==> src/rtl/array_mem_arbiter.sv <==
// ---------------------------------------------------------------------------
// array_mem_arbiter
//
// Shares one synchronous-write / combinational-read memory array among NREQ
// requesters. At most one beat is granted per cycle. The grant drives the
// array's write and read ports directly. Read data is captured into a
// registered response, so the array's combinational read path ends here.
//
// Arbitration is round-robin, starting the search just after the last
// granted requester. A requester can hold the grant across beats with
// req_lock (burst lock).
//
// Optional feature macro: ARRAY_MEM_ARB_FIXED_PRIO_EN
//   defined     -> fixed priority, lowest index wins, last_grant is not kept
//   not defined -> round-robin (default)
//
// Handshake: a beat on requester i completes in the cycle where
// req_valid[i] & req_ready[i] is high. A requester keeps its req_* inputs
// stable while req_valid[i]=1 and req_ready[i]=0. req_ready is combinational.
// It is one-hot for the winner, or all zero when nothing is requested or
// rst is high.
//
// Ports
//   clk            clock, rising edge
//   rst            asynchronous active-high reset
//   req_valid      per-requester access request
//   req_we         per-requester 1 = write, 0 = read
//   req_lock       per-requester: keep the grant after this beat
//   req_addr       packed addresses, requester i at [i*ADDR +: ADDR]
//   req_wdata      packed write data, requester i at [i*WIDTH +: WIDTH]
//   req_ready      one-hot grant (combinational)
//   rsp_valid      one-hot read response, 1 cycle after the read grant
//   rsp_data       registered read data
//   mem_write_en   array write enable
//   mem_write_addr array write address
//   mem_write_data array write data
//   mem_read_addr  array read address
//   mem_read_data  array read data (combinational from mem_read_addr)
// ---------------------------------------------------------------------------
module array_mem_arbiter #(
    parameter integer WIDTH = 8,
    parameter integer DEPTH = 16,
    parameter integer ADDR  = clog2(DEPTH),
    parameter integer NREQ  = 4
) (
    input  logic                    clk,
    input  logic                    rst,
    input  logic [NREQ-1:0]         req_valid,
    input  logic [NREQ-1:0]         req_we,
    input  logic [NREQ-1:0]         req_lock,
    input  logic [NREQ*ADDR-1:0]    req_addr,
    input  logic [NREQ*WIDTH-1:0]   req_wdata,
    output logic [NREQ-1:0]         req_ready,
    output logic [NREQ-1:0]         rsp_valid,
    output logic [WIDTH-1:0]        rsp_data,
    output logic                    mem_write_en,
    output logic [ADDR-1:0]         mem_write_addr,
    output logic [WIDTH-1:0]        mem_write_data,
    output logic [ADDR-1:0]         mem_read_addr,
    input  logic [WIDTH-1:0]        mem_read_data
);

    // Ceiling log2, usable in constant expressions.
    function automatic integer clog2(input integer value);
        integer v;
        begin
            v = value - 1;
            for (clog2 = 0; v > 0; clog2 = clog2 + 1)
                v = v >> 1;
        end
    endfunction

    localparam integer IDXW = clog2(NREQ);

    // -----------------------------------------------------------------------
    // State
    // -----------------------------------------------------------------------
    logic            lock_active;
    logic [IDXW-1:0] lock_owner;
`ifndef ARRAY_MEM_ARB_FIXED_PRIO_EN
    logic [IDXW-1:0] last_grant;
`endif

    // -----------------------------------------------------------------------
    // Winner selection
    // -----------------------------------------------------------------------
    logic            grant;
    logic [IDXW-1:0] winner;
    logic [IDXW-1:0] search_base;
    logic [IDXW-1:0] cand_idx;
    integer          cand;

    always_comb begin
        grant    = 1'b0;
        winner   = '0;
        cand     = 0;
        cand_idx = '0;
`ifdef ARRAY_MEM_ARB_FIXED_PRIO_EN
        search_base = '0;
`else
        // Start just after the last grant, wrapping for any NREQ.
        search_base = (last_grant == IDXW'(NREQ - 1)) ? '0 : last_grant + 1'b1;
`endif
        if (lock_active && req_valid[lock_owner]) begin
            grant  = 1'b1;
            winner = lock_owner;
        end else begin
            // The first hit in search order wins; later hits are ignored.
            for (int k = 0; k < NREQ; k++) begin
                cand = integer'(search_base) + k;
                if (cand >= NREQ)
                    cand = cand - NREQ;
                cand_idx = IDXW'(cand);
                if (!grant && req_valid[cand_idx]) begin
                    grant  = 1'b1;
                    winner = cand_idx;
                end
            end
        end
        // Nothing is granted while reset is held.
        if (rst)
            grant = 1'b0;
    end

    logic grant_rd;
    assign grant_rd = grant && !req_we[winner];

    always_comb begin
        req_ready = '0;
        if (grant)
            req_ready[winner] = 1'b1;
    end

    // -----------------------------------------------------------------------
    // Memory port drive
    // -----------------------------------------------------------------------
    logic [IDXW-1:0] rd_idx;

`ifdef ARRAY_MEM_ARB_FIXED_PRIO_EN
    assign rd_idx = winner;
`else
    // With no read grant, the read port follows the last granted requester.
    assign rd_idx = grant_rd ? winner : last_grant;
`endif

    assign mem_write_en   = grant && req_we[winner];
    assign mem_write_addr = req_addr[integer'(winner)*ADDR +: ADDR];
    assign mem_write_data = req_wdata[integer'(winner)*WIDTH +: WIDTH];
    assign mem_read_addr  = req_addr[integer'(rd_idx)*ADDR +: ADDR];

    // -----------------------------------------------------------------------
    // Sequential state: pointer, lock and read response
    // -----------------------------------------------------------------------
    always_ff @(posedge clk or posedge rst) begin
        if (rst) begin
`ifndef ARRAY_MEM_ARB_FIXED_PRIO_EN
            last_grant  <= IDXW'(NREQ - 1);
`endif
            lock_active <= 1'b0;
            lock_owner  <= '0;
            rsp_valid   <= '0;
            rsp_data    <= '0;
        end else begin
            // A lock lasts only while each granted beat asks for it. If the
            // owner drops req_valid, the round-robin winner takes this cycle,
            // and the lock moves only if that winner also asks for it.
            lock_active <= grant && req_lock[winner];
            if (grant) begin
`ifndef ARRAY_MEM_ARB_FIXED_PRIO_EN
                last_grant <= winner;
`endif
                lock_owner <= winner;
            end
            if (grant_rd) begin
                rsp_valid <= req_ready;
                rsp_data  <= mem_read_data;
            end else begin
                rsp_valid <= '0;
            end
        end
    end

endmodule

==> config.mk <==
export PLATFORM = sky130hd
export DESIGN_NAME = array_mem_arbiter
export DESIGN_NICKNAME = d
export VERILOG_FILES = /design/src/rtl/array_mem_arbiter.sv
export SDC_FILE = /design/constraint.sdc
export NUM_CORES = 1
export LEC_CHECK = 0
export CAP_MARGIN = 10
export CORE_MARGIN = 5
export CORE_UTILIZATION = 42
export CTS_CLUSTER_DIAMETER = 150
export DETAILED_ROUTE_END_ITERATION = 12
export PLACE_DENSITY = 0.87
export SYNTH_ARGS = -nofsm -noshare
export SYNTH_HDL_FRONTEND = slang
export SYNTH_SLANG_ARGS = --single-unit
==> constraint.sdc <==
create_clock -name clk -period 5.7 [get_ports clk]
set_input_delay 0.855 -clock clk [delete_from_list [all_inputs] [get_ports clk]]
set_output_delay 0.855 -clock clk [all_outputs]
set_load 0.1 [all_outputs]
# Word level (Yosys, flattened, before mapping)
# Index checks and enable logic that the tools add are counted.
# op_classes
addsub	8
n_lt_le_gt_ge	11
eq_ne	1
n_shift	3
mux	42
n_reduce_logical	12
# op_table
operator	n
16-bit by 5-bit indexed part select with 4-bit output	2
32-bit by 6-bit indexed part select with 8-bit output	1
2-bit 2-to-1 mux	15
2-bit by 3-bit < comparator with 1-bit output, second input constant	6
1-bit 2-to-1 mux	17
1-bit binary-select mux with 2-bit select	7
3-bit >= comparator, second input constant	3
1-bit logical AND	8
4-bit 2-to-1 mux	2
2-bit by 1-bit subtractor with 2-bit output, second input constant	4
2-bit by 2-bit adder with 3-bit output, second input constant	2
1-bit logical NOT	4
2-bit by 1-bit adder with 3-bit output, second input constant	1
2-bit by 3-bit >= comparator with 1-bit output, second input constant	1
2-bit by 1-bit adder with 2-bit output, second input constant	1
1-bit demux with 2-bit select	1
2-bit equality test, second input constant	1
2-bit by 1-bit >= comparator with 1-bit output, second input constant	1
# totals
register_bits	17
in_bits	70
out_inout_bits	33
wordCells	82

# Longest topological paths before layout
# Gate-level depths: netlist (run 1).
# logic_depth
word_depth	27
ltp_mapped	15
depth_no_buf	10

# Worst setup path after synthesis (run 1)
# OpenSTA, ideal clock, no wires.
# synth_path
path_kind	register -> output
startpoint	register last_grant[0]
endpoint	output req_ready[1]
arrival_time_ns	4.799
path_slack_ns	0.046
stages_incl_launch_ff	13
cell_sequence	dfstp_2 > buf_4 > buf_6 > inv_1 > ha_1 > nor2_1 > mux2i_1 > a211oi_1 > o311ai_2 > nand2_1 > clkbuf_1 > clkbuf_1 > nor3_1
# synth_between
elab_chain_cells	26
elab_cells_between_ends	56
classes_between	add/sub: 8; order compare: 6; eq/ne: 1; mux: 34; reduce/logical: 7
# synth_lines
item	line	text
start: declaration	81	logic [IDXW-1:0] last_grant;
start signal: assignment	157	last_grant <= IDXW'(NREQ - 1);
start signal: assignment	170	last_grant <= winner;
2-bit by 1-bit adder with 2-bit output or 2-bit equality test (tied branches)	102	search_base = (last_grant == IDXW'(NREQ - 1)) ? '0 : last_grant + 1'b1;
2-bit 2-to-1 mux (*)	102	
2-bit by 3-bit >= comparator with 1-bit output or 2-bit by 1-bit subtractor with 2-bit output (tied branches)	111, 112	
2-bit 2-to-1 mux	111	if (cand >= NREQ)
2-bit 2-to-1 mux	104	if (lock_active && req_valid[lock_owner]) begin
1-bit binary-select mux with 2-bit select	114	if (!grant && req_valid[cand_idx]) begin
1-bit 2-to-1 mux (implied by the code)	114	
1-bit 2-to-1 mux	114	
[... 10 more ...]	-	
1-bit logical AND	114	
2-bit 2-to-1 mux	114	
2-bit 2-to-1 mux	104	
2-bit by 3-bit < comparator with 1-bit output (implied by the code) or 2-bit by 1-bit >= comparator with 1-bit output (tied branches)	131	req_ready[winner] = 1'b1;
1-bit logical AND (implied by the code)	131	
1-bit 2-to-1 mux (implied by the code)	131	
1-bit demux with 2-bit select	131	
4-bit 2-to-1 mux (*)	130	if (grant)
end: declaration	53	output logic [NREQ-1:0] req_ready,
# Mark *: on every way between the ends. The rest lies on a longest branch, timed or not. The select of a mux whose other input is x is not followed.

# Worst setup path after layout (run 1)
# layout_path
startpoint	register last_grant[0]
endpoint	output mem_read_addr[3]
# layout_between
elab_chain_cells	27
elab_cells_between_ends	56
classes_between	add/sub: 8; order compare: 4; eq/ne: 1; shift: 1; mux: 34; reduce/logical: 8
# layout_lines
item	line	text
2-bit by 1-bit adder with 2-bit output or 2-bit equality test (tied branches)	102	
2-bit 2-to-1 mux	102	
2-bit by 3-bit >= comparator with 1-bit output or 2-bit by 1-bit subtractor with 2-bit output (tied branches)	111, 112	
2-bit 2-to-1 mux	111	
2-bit 2-to-1 mux	104	
1-bit binary-select mux with 2-bit select	114	
1-bit 2-to-1 mux (implied by the code)	114	
1-bit 2-to-1 mux	114	
[... 11 more ...]	-	
2-bit 2-to-1 mux	114	
2-bit 2-to-1 mux	104	
1-bit binary-select mux with 2-bit select	126	assign grant_rd = grant && !req_we[winner];
1-bit 2-to-1 mux (implied by the code)	126	
1-bit logical NOT	126	
1-bit logical AND	126	
2-bit 2-to-1 mux (*)	143	assign rd_idx = grant_rd ? winner : last_grant;
16-bit by 5-bit indexed part select with 4-bit output (*)	149	assign mem_read_addr = req_addr[integer'(rd_idx)*ADDR +: ADDR];
end: declaration	59	output logic [ADDR-1:0] mem_read_addr,
# Marks and branches as above.

==> results of run 1 <==
==> layout make-up <==
type                    count  share of cell area (%)
multi-input cells         209                   43.02
repair buffers            105                   39.00
flip-flops and latches     17                   14.01
well taps                  52                   2.130
clock buffers               4                   1.475
inverters                   3                  0.3687
==> sequential cells by signal (all words and copies together), names as in the netlist <==
name	cells
rsp_valid	4
lock_active	1
lock_owner	2
last_grant	2
rsp_data	8
==> metal layers <==
layer | up-vias | routed length, um
met3 | 20 | 626
li1 | 1091 | -
met1 | 1063 | 2470
met4 | 0 | 180
met5 | - | 0
met2 | 119 | 3254
==> worst reg2reg max path: stages (launching register included) <==
cell and delay, ps:
dfstp_2 790, inv_1 120, ha_1 230, nor2_1 300, mux2i_1 400, a211oi_1 100
o311ai_2 490, nand2_1 370, or3_4 500, a21oi_4 300, mux2_2 380
==> synth_stat cells (all sizes together) (5+ instances only) <==
cell / n / area, um^2
mux2i: 5 / 50.05
nor2: 18 / 67.56
mux2: 9 / 101.4
nor3: 7 / 40.04
clkbuf: 8 / 30.03
dfrtp: 15 / 375.4
a311oi: 5 / 43.79
a21oi: 7 / 46.30
o21ai: 12 / 60.05
and3: 17 / 111.4
buf: 9 / 52.55
a32oi: 5 / 43.79
a31oi: 13 / 81.33
nand3: 7 / 35.03
nand2: 61 / 229.0
==> logic make-up (layout without fill, tap and decap cells) <==
logic type,after synthesis,count (layout)
AOI/OAI and AO/OA,62,62
xor gates and xnor gates,1,1
adders and majority gates,3,3
buffers and inverters,20,112
DFF,17,17
muxes,15,15
and+or+nand+nor,128,128
==> cell usage in the layout, fill, tap and decap left out, types with 3 or more instances in the layout <==
cell,synthesis,routed
a311oi_1,5,5
nor3_1,6,6
a21oi_1,6,6
nor2_1,18,18
a32oi_1,5,5
nor2b_1,3,3
o21ai_0,11,11
mux2i_1,5,5
nand2_1,61,61
and3_1,16,16
nand3_1,7,7
mux2_2,9,9
clkbuf_8,0,3
clkdlybuf4s50_1,0,81
buf_12,0,16
inv_1,3,3
a31oi_1,13,13
dfrtp_1,15,15
buf_4,1,8
ha_1,3,3
==> through the flow <==
step | hold WS, ps | util (%) | instance area (um^2)
detailed placement | 494.9 | 70.08 | 3009
global route | 523.8 | 71.12 | 3054
finish | 505.2 | 71.12 | 3054
floorplan | 489.0 | - | 1836
CTS | 510.4 | 71.12 | 3054
global placement | 487.1 | 70.08 | 3009
==> worst max-delay path by stage <==
stage / startpoint / endpoint / cells after the start
2_1_floorplan: last_grant[0] / req_ready[1] / 12
3_3_place_gp: req_valid[3] / mem_read_addr[3] / 10
3_5_place_dp: req_valid[3] / mem_read_addr[3] / 10
4_1_cts: last_grant[0] / mem_read_addr[3] / 11
5_1_grt: last_grant[0] / mem_read_addr[1] / 11
6_report: last_grant[0] / mem_read_addr[3] / 11
==> flow_summary_export.csv, run 1 <==
group,metric,value,unit
synth,synth_compound_area_share,25.43,%
setup_path,critical_path.top_delay_family,"compound AO/OA/AOI/OAI gates",
grt,grt_pass1_vias,2242,
setup_path,cpMaxStageDelayCell,"dfstp_2",
synth,synth.distinct_cells,55,
floorplanning,io_pins,103,
route,drc,0,
worst_hold_path,hp-start,"rsp_data[7]",
route,finalWirelength,6531,um
timing,setup_violations,0,
synth,synth-edff-count,0,
synth,synth-simple-area-share,33.74,%
synth,yosys.area_share.adder,2.045,%
synth,yosysWarnings,0,
timing,max_freq,190.2,MHz
route,routedWlPerCell,16.75,um
grt,overflow,0,
timing,rsz0062_at_grt,"false",
place,dpl.hpwl,5222,um
setup_path,reg2reg_depth,10,
synth,synthXorXnorAreaFrac,0.8862,%
route,drt_iter0_markers,172,
clock_tree,post_cts.repair.setup_buffers,0,
setup_path,reg2reg_setup_slack,1600,ps
clock_tree,cts_inserted_buffers,3,
clock_tree,cts.sinks,17,
synth,ys_ff_latch,17,
synth,syn_nets,319,
grt,grt_pass1_wl,10530,um
synth,muxShareOfSynthArea,9.475,%
clock_tree,cts_tree,"yes",
synth,synth_top_family_by_area,"simple AND/OR/NAND/NOR gates",
floorplanning,std_cell_rows,24,
place,placed_cells,386,
layout,seq_area,427.9,um^2
setup_path,crit_required,4850,ps
timing,relSlewSlack,34.35,%
clock_tree,cts_max_path_buffers,2,
grt,grtUsageTotal,21.35,%
layout,fin_nets,412,
setup_path,path_cells,"inv_1 > ha_1 > xnor2_2 > o21ai_0 > o2bb2ai_1 > o41ai_1 > o21ai_1 > a221o_1 > or2_4 > a32oi_1 > buf_12",
synth,async_reset_ff_share,100.0,%
layout,fill_cells,340,
place,gp_congestion,0.9038,
timing,fin_crit_sh,92.23,%
worst_hold_path,min_to,"rsp_data[7]",
floorplanning,start_util,42.74,%
layout,diodes,0,
timing,worst_pin_slew,981.7,ps
setup_path,max_stage_delay,790,ps
place,preCtsSetupSlack,748.0,ps
synth,synthFlopType,"dfrtp_1",
layout,multi_input_area,1314,um^2
timing,final_hold_viol_count,0,
grt,met1_usage,25.82,%
timing,post-route-min-period,5257,ps
layout,drive_gt1_share,15.38,%
clock_tree,ctsResizeCount,0,
worst_hold_path,hold_depth,1,
grt,grt_max_degree,29,
setup_path,reg2reg_from,"last_grant[0]",
setup_path,path_max_fanout,23,
grt,top_usage_layer,"met2",
timing,finalSetupTns,0,ps
grt,grtUsageMet2,36.39,%
route,first_pass_iters,5,
floorplanning,die_area,5792,um^2
setup_path,cp-start-kind,"flip-flop",
clock_tree,insertion_delay,260,ps
flow_run,max_cap_viol_count,0,
clock_tree,clock-root-buffer,"clkbuf_8",
clock_tree,h-tree-depth,1,
clock_tree,postCtsHoldBufs,0,
status,status,"complete, no violations",
synth,synth_cells,246,
synth,syn-cell-area,1836,um^2
route,antenna_left,0,
layout,final_cells,390,
place,port_buffers,102,
timing,fin_ws,442.8,ps
floorplanning,die_height,76.11,um
route,vias_per_cell,5.879,
synth,syn_area_per_cell,7.461,um^2
clock_tree,clk_pin_slew,70,ps
layout,syn2layout_area_growth,66.39,%
setup_path,crit_buf_inv,2,
timing,final.setup_skew,3.028,ps
setup_path,worstPathArrival,4400,ps
floorplanning,coreArea,4294,um^2
worst_hold_path,hold_class,"flip-flop to flip-flop",
timing,report.final.slew_viol_count,0,
floorplanning,die_width,76.11,um
grt,use_met3,5.083,%
setup_path,crit_type,"flip-flop to output pin",
route,num_vias,2293,
setup_path,r2r_end,"rsp_data[4]",
grt,antenna_found_initial,0,
synth,synth_seq_area_share,23.31,%
setup_path,cp-end-kind,"output pin",
Power of run 1 is left out: the tool's default activity adds up to more than one toggle a clock period on the data nets, which glitch-free logic cannot reach.
==> inputs of run 2 (changes only) <==
Settings changed: CORE_UTILIZATION 42 to 45, CTS_CLUSTER_SIZE from default to 20, DONT_BUFFER_PORTS from default to 1, PLACE_DENSITY 0.87 to 0.6.
==> run 2 against run 1 <==
  * Global-route usage shrank 0.93 points
  * Cell count shrank 21%
  * Worst setup slack lost 89 ps
  * Non-clock buffer count shrank 81
  * Die area shrank 5.8%
  * Cell area shrank 28%
  * Wire length shrank 14%
  * Critical path depth is the same
  * Critical endpoint is now mem_read_addr[2]
  * Highest routed layer unchanged
==> flow_summary_export.csv, run 2 (synthesized netlist as in run 1, its figures left out) <==
group,metric,value,unit
route,num_vias,1918,
floorplanning,coreArea,3971,um^2
setup_path,reg2reg_from,"last_grant[0]",
grt,overflow,0,
place,port_buffers,0,
timing,fin_ws,353.5,ps
setup_path,max_stage_delay,790,ps
timing,report.final.slew_viol_count,0,
place,dpl.hpwl,4387,um
setup_path,crit_required,4850,ps
timing,setup_violations,0,
grt,grt_pass1_vias,1907,
place,placed_cells,303,
layout,final_cells,307,
setup_path,cp-end-kind,"output pin",
clock_tree,cts_tree,"yes",
layout,largest_reg_flops,8,
timing,worst_pin_slew,903.2,ps
grt,grtUsageTotal,20.42,%
timing,relSlewSlack,39.79,%
setup_path,reg2reg_depth,10,
worst_hold_path,min_to,"lock_owner[0]",
route,drc,0,
clock_tree,cts_max_path_buffers,2,
setup_path,cp-start-kind,"flip-flop",
grt,grt_pass1_wl,9025,um
clock_tree,insertion_delay,240,ps
status,status,"complete, no violations",
route,antenna_left,0,
worst_hold_path,hp-start,"lock_owner[0]",
timing,finalSetupTns,0,ps
floorplanning,start_util,46.22,%
clock_tree,postCtsHoldBufs,0,
layout,syn2layout_area_growth,19.70,%
grt,grt_max_degree,26,
flow_run,max_cap_viol_count,0,
floorplanning,die_height,73.87,um
place,gp_congestion,0.8649,
timing,fin_crit_sh,93.80,%
setup_path,path_max_fanout,23,
route,first_pass_iters,4,
route,routedWlPerCell,18.38,um
layout,largest_register,"rsp_data",
layout,final_cell_mix,"nand2_1, buf_4, nor2_1, and3_1, dfrtp_1",
timing,final.setup_skew,5.024,ps
timing,post-route-min-period,5346,ps
timing,max_freq,187.0,MHz
layout,fin_nets,331,
worst_hold_path,hold_class,"flip-flop to flip-flop",
route,vias_per_cell,6.248,
layout,top_regs,"rsp_data (8), rsp_valid (4)",
floorplanning,die_width,73.87,um
clock_tree,clk_pin_slew,60,ps
clock_tree,ctsResizeCount,0,
layout,final_common_cell,"nand2_1",
timing,rsz0062_at_grt,"false",
worst_hold_path,hold_depth,2,
setup_path,reg2reg_setup_slack,1700,ps
place,preCtsSetupSlack,712.4,ps
layout,drive_gt1_share,28.40,%
clock_tree,cts.sinks,17,
floorplanning,std_cell_rows,23,
layout,fill_cells,375,
timing,final_hold_viol_count,0,
clock_tree,post_cts.repair.setup_buffers,0,
clock_tree,cts_inserted_buffers,3,
route,drt_iter0_markers,163,
setup_path,worstPathArrival,4490,ps
setup_path,crit_type,"flip-flop to output pin",
grt,antenna_found_initial,0,
route,finalWirelength,5643,um
setup_path,cpMaxStageDelayCell,"dfstp_2",
setup_path,path_cells,"inv_1 > ha_1 > xnor2_2 > o21ai_0 > o2bb2ai_1 > o41ai_1 > o21ai_1 > a221o_1 > or2_4 > a32oi_2 > buf_4",
setup_path,critical_path.top_delay_family,"compound AO/OA/AOI/OAI gates",
clock_tree,h-tree-depth,1,
setup_path,crit_buf_inv,2,
layout,diodes,0,
clock_tree,clock-root-buffer,"clkbuf_8",
floorplanning,die_area,5456,um^2
floorplanning,io_pins,103,
setup_path,r2r_end,"rsp_data[1]",
run 2: final cells by class:
cell class	instances	area, um^2	share of cell area [%]
tap	50	62.56	2.847
clock buffer	3	41.29	1.879
multi-input combinational	209	1434	65.26
inverter	3	11.26	0.5125
timing repair buffer	24	215.2	9.795
clock inverter	1	5.005	0.2278
sequential	17	427.9	19.48
run 2: worst max-delay path by stage:
stage	slack [ps]	depth (start not counted)	from	endpoint
after global routing	130	11	last_grant[0]	mem_read_addr[1]
after floorplan	50	12	last_grant[0]	req_ready[1]
after detailed placement	710	11	last_grant[0]	mem_read_addr[1]
final	350	11	last_grant[0]	mem_read_addr[2]
after CTS	440	11	last_grant[0]	mem_read_addr[1]
after global placement	760	11	last_grant[0]	mem_read_addr[2]
run 2: worst min-delay path, delay by kind of cell (launching register included):
kind,cells,cell delay (ps)
flip-flops,1,370
AND/OR/NAND/NOR,2,130
run 2: per-stage QoR:
step	area [um^2]	hold WS, ps	utilization (%)
after detailed placement	2151	533.9	54.16
after global placement	2151	523.2	54.16
after floorplan	1836	489.0	-
final	2197	542.9	55.32
after global routing	2197	582.6	55.32
after CTS	2197	549.6	55.32
run 2: routing by layer:
metal  part of all wire [%]  vias to the layer above  routed length, um  GRT usage, %
met4                    1.4                        0                 80         3.823
li1                       -                      931                  -             -
met5                      0                        -                  0             0
met2                     48                       85               2687         33.27
met3                     10                       10                563         6.293
met1                     41                      892               2311         26.68
Power of run 2 is left out for the same reason.
==> inputs of run 3 (changes only) <==
Settings changed: CORE_UTILIZATION 45 to 40, PLACE_DENSITY 0.6 to 0.54.
==> run 3 against run 2 <==
  * Sequential share of layout area decreased by 0.088 points
  * Critical path depth unchanged
  * Critical endpoint unchanged
  * Global-route usage decreased by 2.7 points
  * Flip-flop and latch count unchanged
  * Die area increased by 11%
  * First-iteration DRC count decreased by 16%
  * Cell count increased by 0.98%
  * Clock skew decreased by 4.0 ps
==> flow_summary_export.csv, run 3 (synthesized netlist as in run 1, its figures left out) <==
group,metric,value,unit
timing,max_freq,187.1,MHz
setup_path,crit_required,4850,ps
route,antenna_left,0,
clock_tree,cts.sinks,17,
place,dpl.hpwl,4363,um
layout,final_common_cell,"nand2_1",
grt,antenna_found_initial,0,
route,first_pass_iters,4,
timing,post-route-min-period,5344,ps
layout,largest_register,"rsp_data",
layout,diodes,0,
grt,overflow,0,
place,gp_congestion,0.8878,
floorplanning,die_area,6044,um^2
status,status,"complete, no violations",
layout,fill_cells,430,
grt,top_usage_layer,"met2",
floorplanning,coreArea,4414,um^2
grt,grt_pass1_vias,1847,
grt,grtUsageTotal,17.70,%
layout,fin_nets,332,
route,finalWirelength,5588,um
route,num_vias,1898,
clock_tree,postCtsHoldBufs,0,
clock_tree,ctsResizeCount,0,
floorplanning,die_height,77.74,um
layout,final_cell_mix,"nand2_1, buf_4, nor2_1, and3_1, dfrtp_1",
timing,finalSetupTns,0,ps
clock_tree,cts_tree,"yes",
setup_path,path_max_fanout,23,
layout,largest_reg_flops,8,
worst_hold_path,hold_class,"flip-flop to flip-flop",
route,drt_iter0_markers,137,
grt,grt_max_degree,26,
floorplanning,io_pins,103,
layout,syn2layout_area_growth,20.25,%
clock_tree,cts_max_path_buffers,2,
clock_tree,clk_pin_slew,60,ps
route,drc,0,
setup_path,worstPathArrival,4490,ps
route,vias_per_cell,6.123,
grt,met1_usage,24.68,%
clock_tree,h-tree-depth,1,
route,routedWlPerCell,18.03,um
setup_path,cp-end-kind,"output pin",
clock_tree,insertion_delay,240,ps
setup_path,cp-start-kind,"flip-flop",
timing,rsz0062_at_grt,"false",
timing,worst_pin_slew,898.5,ps
layout,drive_gt1_share,28.68,%
timing,final_hold_viol_count,0,
grt,use_met3,3.588,%
setup_path,reg2reg_from,"last_grant[0]",
timing,relSlewSlack,40.10,%
worst_hold_path,hp-start,"lock_owner[0]",
clock_tree,cts_inserted_buffers,3,
grt,grtUsageMet2,28.80,%
timing,hold_slack,526.7,ps
clock_tree,clock-root-buffer,"clkbuf_8",
place,port_buffers,0,
layout,top_regs,"rsp_data (8), rsp_valid (4)",
timing,final.setup_skew,0.9772,ps
floorplanning,start_util,41.58,%
floorplanning,die_width,77.74,um
floorplanning,std_cell_rows,24,
grt,grt_pass1_wl,9073,um
setup_path,cp-startpoint,"last_grant[0]",
setup_path,crit_type,"flip-flop to output pin",
clock_tree,post_cts.repair.setup_buffers,0,
timing,fin_crit_sh,93.75,%
timing,report.final.slew_viol_count,0,
flow_run,max_cap_viol_count,0,
timing,setup_violations,0,
run 3: cell types whose count changed in the layout (fill, tap and decap cells not counted):
| cell | delta |
|---|---|
| buf_4 | +1 |
run 3: area by class of cell:
cell class / instances / area [um^2] / share of cell area (%)
clock buffer: 3 / 41.29 / 1.871
timing repair buffer: 25 / 222.7 / 10.09
multi-input combinational: 209 / 1434 / 64.97
tap: 52 / 65.06 / 2.948
sequential: 17 / 427.9 / 19.39
inverter: 3 / 11.26 / 0.5102
clock inverter: 1 / 5.005 / 0.2268
run 3: through the flow:
stage	cell area, um^2	util, %	setup WS (ps)	instances
after floorplan	1836	-	46.31	246
after global placement	2161	48.95	653.8	306
after detailed placement	2161	48.95	689.8	306
after CTS	2207	50.00	394.5	310
after global routing	2207	50.00	38.22	310
final	2207	50.00	356.1	310
run 3: worst paths after layout:
check,to,slack (ps),depth (start not counted)
worst min-delay path,lock_owner[0],530,2
worst max register to register,rsp_data[4],1670,10
min in group asynchronous,lock_owner[1],590,1
max in group asynchronous,rsp_data[6],4690,1
worst max-delay path,mem_read_addr[2],360,11
worst min register to register,lock_owner[0],530,2
run 3: per-layer routing:
metal	up-vias	part of all wire [%]
li1	929	-
met1	893	42
met2	74	50
met3	2	7.2
met4	0	0.39
met5	-	0
run 3: worst max-delay path, stage by stage, from the launching register on:
cell and delay, ps:
dfstp_2 790, inv_1 110, ha_1 470, xnor2_2 280, o21ai_0 180, o2bb2ai_1 190, o41ai_1 570, o21ai_1 290
a221o_1 500, or2_4 320, a32oi_2 200, buf_4 320
Power of run 3 is left out for the same reason.
